## src/rtl/frs_arbiter.sv

```systemverilog
// frs_arbiter: shares the single FRS register-space port between the SPI host and the TPM core.
// Round-robin arbitration with an ownership lock, a lock watchdog and fixed-latency read return.
module frs_arbiter #(
  parameter int RD_LATENCY = 1,
  parameter int LOCK_MAX   = 255
) (
  input  logic        clock,
  input  logic        reset_n,
  input  logic        h_req,
  input  logic        c_req,
  input  logic        h_lock,
  input  logic        c_lock,
  input  logic        h_dir,
  input  logic        c_dir,
  input  logic [5:0]  h_size,
  input  logic [5:0]  c_size,
  input  logic [15:0] h_addr,
  input  logic [15:0] c_addr,
  input  logic [15:0] h_baseAddr,
  input  logic [15:0] c_baseAddr,
  input  logic [7:0]  h_wrByte,
  input  logic [7:0]  c_wrByte,
  output logic        h_ack,
  output logic        c_ack,
  output logic [7:0]  h_rdByte,
  output logic [7:0]  c_rdByte,
  output logic        reg_req,
  output logic        reg_dir,
  output logic [5:0]  reg_size,
  output logic [15:0] reg_addr,
  output logic [15:0] reg_baseAddr,
  output logic [7:0]  reg_wrByte,
  input  logic [7:0]  reg_rdByte,
  output logic        owner,
  output logic        busy,
  output logic        lock_abort
);

  typedef enum logic [1:0] {S_IDLE, S_ISSUE, S_WAIT, S_ACK} state_t;

  // Last WAIT count before ACK; unused when RD_LATENCY is 1 (WAIT is skipped).
  localparam logic [3:0] WAIT_LAST = 4'((RD_LATENCY > 1) ? RD_LATENCY - 2 : 0);
  localparam logic [7:0] WD_LAST   = 8'(LOCK_MAX - 1);

  state_t     state_q, state_d;
  logic [3:0] wait_cnt_q;
  logic [7:0] wd_cnt_q;
  logic       lock_q;

  logic own_req, own_lock, locked, grant, grant_side, wd_fire;

  always_ff @(posedge clock or negedge reset_n) begin
    if (!reset_n) state_q <= S_IDLE;
    else          state_q <= state_d;
  end

  // Next state plus the IDLE-cycle arbitration decision.
  always_comb begin
    // NOTE: every variable gets a default first so no path leaves it unassigned (no latch).
    state_d    = state_q;
    own_req    = owner ? c_req  : h_req;
    own_lock   = owner ? c_lock : h_lock;
    locked     = lock_q && own_lock;
    grant      = 1'b0;
    grant_side = owner;
    if (locked) begin
      grant      = own_req;
      grant_side = owner;
    end else if (h_req && c_req) begin
      grant      = 1'b1;
      grant_side = ~owner;
    end else if (h_req || c_req) begin
      grant      = 1'b1;
      grant_side = c_req;
    end
    wd_fire = locked && !own_req && (wd_cnt_q == WD_LAST);

    case (state_q)
      S_IDLE:  if (grant) state_d = S_ISSUE;
      S_ISSUE: state_d = (RD_LATENCY > 1) ? S_WAIT : S_ACK;
      S_WAIT:  if (wait_cnt_q == WAIT_LAST) state_d = S_ACK;
      S_ACK:   state_d = S_IDLE;
      default: state_d = S_IDLE;
    endcase
  end

  // Strobes are pure decodes of registered state, so no input reaches an output combinationally.
  always_comb begin
    reg_req = (state_q == S_ISSUE);
    h_ack   = (state_q == S_ACK) && !owner;
    c_ack   = (state_q == S_ACK) && owner;
    busy    = (state_q != S_IDLE);
  end

  always_ff @(posedge clock or negedge reset_n) begin
    if (!reset_n) begin
      owner        <= 1'b1;
      lock_q       <= 1'b0;
      lock_abort   <= 1'b0;
      wd_cnt_q     <= '0;
      wait_cnt_q   <= '0;
      reg_dir      <= 1'b1;
      reg_size     <= '0;
      reg_addr     <= '0;
      reg_baseAddr <= '0;
      reg_wrByte   <= '0;
      h_rdByte     <= '0;
      c_rdByte     <= '0;
    end else begin
      // NOTE: non-blocking so every register updates from pre-edge values.
      lock_abort <= 1'b0;
      case (state_q)
        S_IDLE: begin
          if (!locked || own_req || wd_fire) wd_cnt_q <= '0;
          else                               wd_cnt_q <= wd_cnt_q + 8'd1;
          if (!locked || wd_fire) lock_q <= 1'b0;
          if (wd_fire) lock_abort <= 1'b1;
          if (grant) begin
            owner        <= grant_side;
            reg_dir      <= grant_side ? c_dir      : h_dir;
            reg_size     <= grant_side ? c_size     : h_size;
            reg_addr     <= grant_side ? c_addr     : h_addr;
            reg_baseAddr <= grant_side ? c_baseAddr : h_baseAddr;
            reg_wrByte   <= grant_side ? c_wrByte   : h_wrByte;
          end
        end
        S_ISSUE: wait_cnt_q <= '0;
        S_WAIT:  wait_cnt_q <= wait_cnt_q + 4'd1;
        S_ACK:   lock_q <= own_lock;
        default: ;
      endcase
      // Read data is captured on the edge entering ACK so it is visible alongside the ack.
      if (state_d == S_ACK && reg_dir) begin
        if (owner) c_rdByte <= reg_rdByte;
        else       h_rdByte <= reg_rdByte;
      end
    end
  end

endmodule
```

## config.mk

```make
export PLATFORM = sky130hd
export DESIGN_NAME = frs_arbiter
export DESIGN_NICKNAME = d
export VERILOG_FILES = /design/src/rtl/frs_arbiter.sv
export SDC_FILE = /design/constraint.sdc
export NUM_CORES = 1
export LEC_CHECK = 0
export CAP_MARGIN = 10
export CELL_PAD_IN_SITES_DETAIL_PLACEMENT = 0
export CELL_PAD_IN_SITES_GLOBAL_PLACEMENT = 2
export CORE_MARGIN = 2
export CORE_UTILIZATION = 24
export DETAILED_ROUTE_END_ITERATION = 6
export GPL_ROUTABILITY_DRIVEN = 1
export HOLD_SLACK_MARGIN = 0.12
export PLACE_DENSITY_LB_ADDON = 0.3
export SLEW_MARGIN = 15
export SYNTH_ARGS = -nofsm -noshare
export SYNTH_HDL_FRONTEND = slang
export SYNTH_SLANG_ARGS = --single-unit
```

## constraint.sdc

```tcl
create_clock -name clock -period 2.4 [get_ports clock]
set_clock_uncertainty 0.2 [all_clocks]
set_input_delay 0.24 -clock clock [delete_from_list [all_inputs] [get_ports clock]]
set_output_delay 0.24 -clock clock [all_outputs]
set_load 0.1 [all_outputs]
```

==> flow_summary.rst <==
.. list-table::
   :header-rows: 1

   * - Metric
     - Value
   * - Latest clock arrival within the worst-skew pair
     - 330 ps
   * - Leading post-synthesis cells by cell area
     - sky130_fd_sc_hd__dfrtp_1 (53%), sky130_fd_sc_hd__mux2i_1 (13%), sky130_fd_sc_hd__a21oi_1 (6.6%)
   * - CTS tree
     - yes
   * - Maximum level of the CTS H-tree
     - 3
   * - Number of cell rows
     - 45
   * - Longest Clk Path Bufs
     - 2
   * - Kind of cell adding the most delay to the critical path
     - compound AO/OA/AOI/OAI gates
   * - Flip-flop cell with the highest count after synthesis
     - sky130_fd_sc_hd__dfrtp_1
   * - Max-cap violation count
     - 0
   * - Starting density of the core
     - 24.5%
   * - Worst-path clk slew
     - 60 ps
   * - Register area share after synthesis
     - 53.9%
   * - Mapped Nets
     - 456
   * - Worst slew margin relative to its limit
     - 63.8%
   * - Top fanout value on the critical path
     - 8
   * - Sink Count
     - 80
   * - Port Buffers
     - 176
   * - Result of the run
     - finished clean
   * - Vias per inst
     - 4.38
   * - Nets
     - 642
   * - Tightest Hold Check Type
     - in -> async
   * - Total placed cells including tap cells
     - 698
   * - Detailed Routing Iterations Pass 1
     - 6
   * - Category of the worst setup path capture point
     - flop
   * - Count of flip-flops with a built-in enable after synthesis
     - 0
   * - CP bufs+invs
     - 2
   * - Number of endpoints failing setup at the final stage
     - 0
   * - Total routing resource utilization after global routing
     - 12.5%
   * - Detailed-route via count
     - 3148
   * - Final clock period utilization by the worst path
     - 95.3%
   * - Final sum of negative setup slack
     - 0 ps
   * - Maximum number of pins on one net before global-route repair
     - 51
   * - Final weighted congestion in routability-driven placement
     - 0.724
   * - Number of slew-limit violations in the final report
     - 0
   * - Starting DRC count in detailed routing
     - 70
   * - Per-instance average area after synthesis
     - 10.9 sq um
   * - Fraction of synthesized cell area taken by the top area cell type
     - 52.5%
   * - Die boundary width
     - 128 um
   * - Placed inst area
     - 0.00569 sq mm
   * - Critical-path top delay cell
     - sky130_fd_sc_hd__dfrtp_1
   * - Startpoint of the most critical setup path
     - wait_cnt_q[0]
   * - Post-synthesis instance area
     - 0.00372 sq mm
   * - Slew at the pin with the worst max-slew slack
     - 542 ps
   * - Cell chain of the critical path
     - inv_2 -> ha_4 -> or3b_4 -> a221oi_2 -> buf_4 -> o2111ai_4 -> mux2_4
   * - Commonest non-fill, non-tap cell in the layout
     - sky130_fd_sc_hd__clkdlybuf4s50_1
   * - Antenna-violating nets left
     - 0
   * - Number of synthesized register bits
     - 80
   * - Inserted Diodes
     - 0
   * - Via count of the first global-routing pass
     - 3200
   * - Half-perimeter wire length of the detailed placement result
     - 7510 um
   * - Category of the critical setup timing path
     - reg -> reg
   * - Type of origin of the critical path
     - flop
   * - Number of clock buffers inserted by TritonCTS
     - 9
   * - Cell count after synthesis
     - 340
   * - Most frequent cells in the layout
     - sky130_fd_sc_hd__clkdlybuf4s50_1 (106), sky130_fd_sc_hd__dfrtp_1 (78), sky130_fd_sc_hd__buf_4 (77)
   * - Total number of yosys warnings
     - 0
   * - Synth area leader
     - sky130_fd_sc_hd__dfrtp_1
   * - Overall die area
     - 0.0165 sq mm
   * - Distinct cell type count of the synthesized netlist
     - 38
   * - Count of non-filler cells in the finished layout
     - 719
   * - Beginning of the worst register-to-register path
     - wait_cnt_q[0]
   * - Final WL
     - 9900 um
   * - Average wire length per cell after detail routing
     - 13.8 um
   * - Data arrival, critical path
     - 2300 ps
   * - Core region area
     - 0.0151 sq mm
   * - Clock period minus final worst setup slack
     - 2290 ps
   * - Die span in y
     - 128 um
   * - Wire length of the first global-routing pass
     - 15900 um
   * - Count of endpoints failing hold in the final timing report
     - 0
   * - Upper clock frequency limit
     - 0.437 GHz
   * - Fraction of synthesis flops using an asynchronous set or reset pin
     - 100%
   * - GRT overflow
     - 0
   * - Number of ports placed on the die boundary
     - 177
   * - Count of unresolved DRC violations after routing
     - 0
   * - Number of antenna violations at the first check in global routing
     - 0
   * - Area growth, synth to finish
     - 64.1%
   * - Fraction of layout instances using a drive strength above 1
     - 25.2%
   * - Summed area of non-filler cells in the final layout
     - 0.00610 sq mm
   * - Clock Tree Root
     - sky130_fd_sc_hd__clkbuf_16
   * - Endpoint required time on the critical path
     - 2420 ps
   * - Critical Path Max Stage Delay
     - 390 ps
[timing repair]
item,4_1_cts,5_1_grt
buffers inserted,0,4
endpoints found under the setup margin,0,8
hold buffers,1,0
resized for setup,0,6
hold endpoints to repair,35,0
[state kept, by name, summed over array words and instances (netlist names)]
name          cells
c_rdByte          8
lock_q            1
reg_dir           1
state_q           2
reg_wrByte        8
reg_baseAddr     16
reg_addr         16
reg_size          6
wd_cnt_q          8
lock_abort        1
h_rdByte          8
wait_cnt_q        4
owner             1
[final cells by class]
cell class,instances,area (sq um)
Inverter,8,30.0
Tap cell,188,235
Fill cell,1467,9050
Clock buffer,12,256
Clock inverter,4,76.3
Multi-Input combinational cell,234,1660
Sequential cell,80,2010
Timing Repair Buffer,193,1830
[cell usage after synthesis, types with 5 or more instances]
library cell	n
sky130_fd_sc_hd__a21oi_1	49
sky130_fd_sc_hd__mux2i_1	48
sky130_fd_sc_hd__ha_1	8
sky130_fd_sc_hd__dfrtp_1	78
sky130_fd_sc_hd__nor2_1	62
sky130_fd_sc_hd__o21ai_0	7
sky130_fd_sc_hd__mux2_2	14
sky130_fd_sc_hd__nand2_1	6
sky130_fd_sc_hd__inv_1	8
sky130_fd_sc_hd__clkbuf_1	8
sky130_fd_sc_hd__nand3_1	5
sky130_fd_sc_hd__buf_2	8
[stage by stage]
step           hold slack (ps)  setup WS, ps  util (%)
6_report                   231           113      40.3
5_1_grt                    284         -17.2      40.3
4_1_cts                    251          25.1      39.8
3_5_place_dp              65.3         -6.36      37.6
3_3_place_gp              59.6          52.9      37.6
2_1_floorplan             -256         -41.9         -
[kinds of logic after synthesis]
logic type / after synthesis / synth area share [%]
simple gates: 87 / 10.5
flops: 80 / 53.9
compound gates: 67 / 10.2
mux: 65 / 18.1
buf+inv: 26 / 2.90
fa+ha+maj: 8 / 2.69
xor+xnor: 7 / 1.65
[per-layer routing]
metal  GRT usage (%)  share of wire (%)  wire length (um)
met5               0                  0                 0
met4            3.43                1.4               139
met3            6.36                8.8               871
met2            20.4                 50              4920
met1            14.4                 40              3970
[final timing paths]
check | slack (ps) | to | depth (start not counted)
setup / recovery | 110 | c_rdByte[1] | 7
hold / removal | 230 | reg_baseAddr[1] | 2
setup reg to reg | 110 | c_rdByte[1] | 7
hold reg to reg | 310 | c_rdByte[6] | 1
max in group asynchronous | 1110 | reg_dir | 3
min in group clock | 310 | c_rdByte[6] | 1
Power is not shown: default switching activity piles up to over one toggle a cycle in this logic, so the estimate is an artifact.
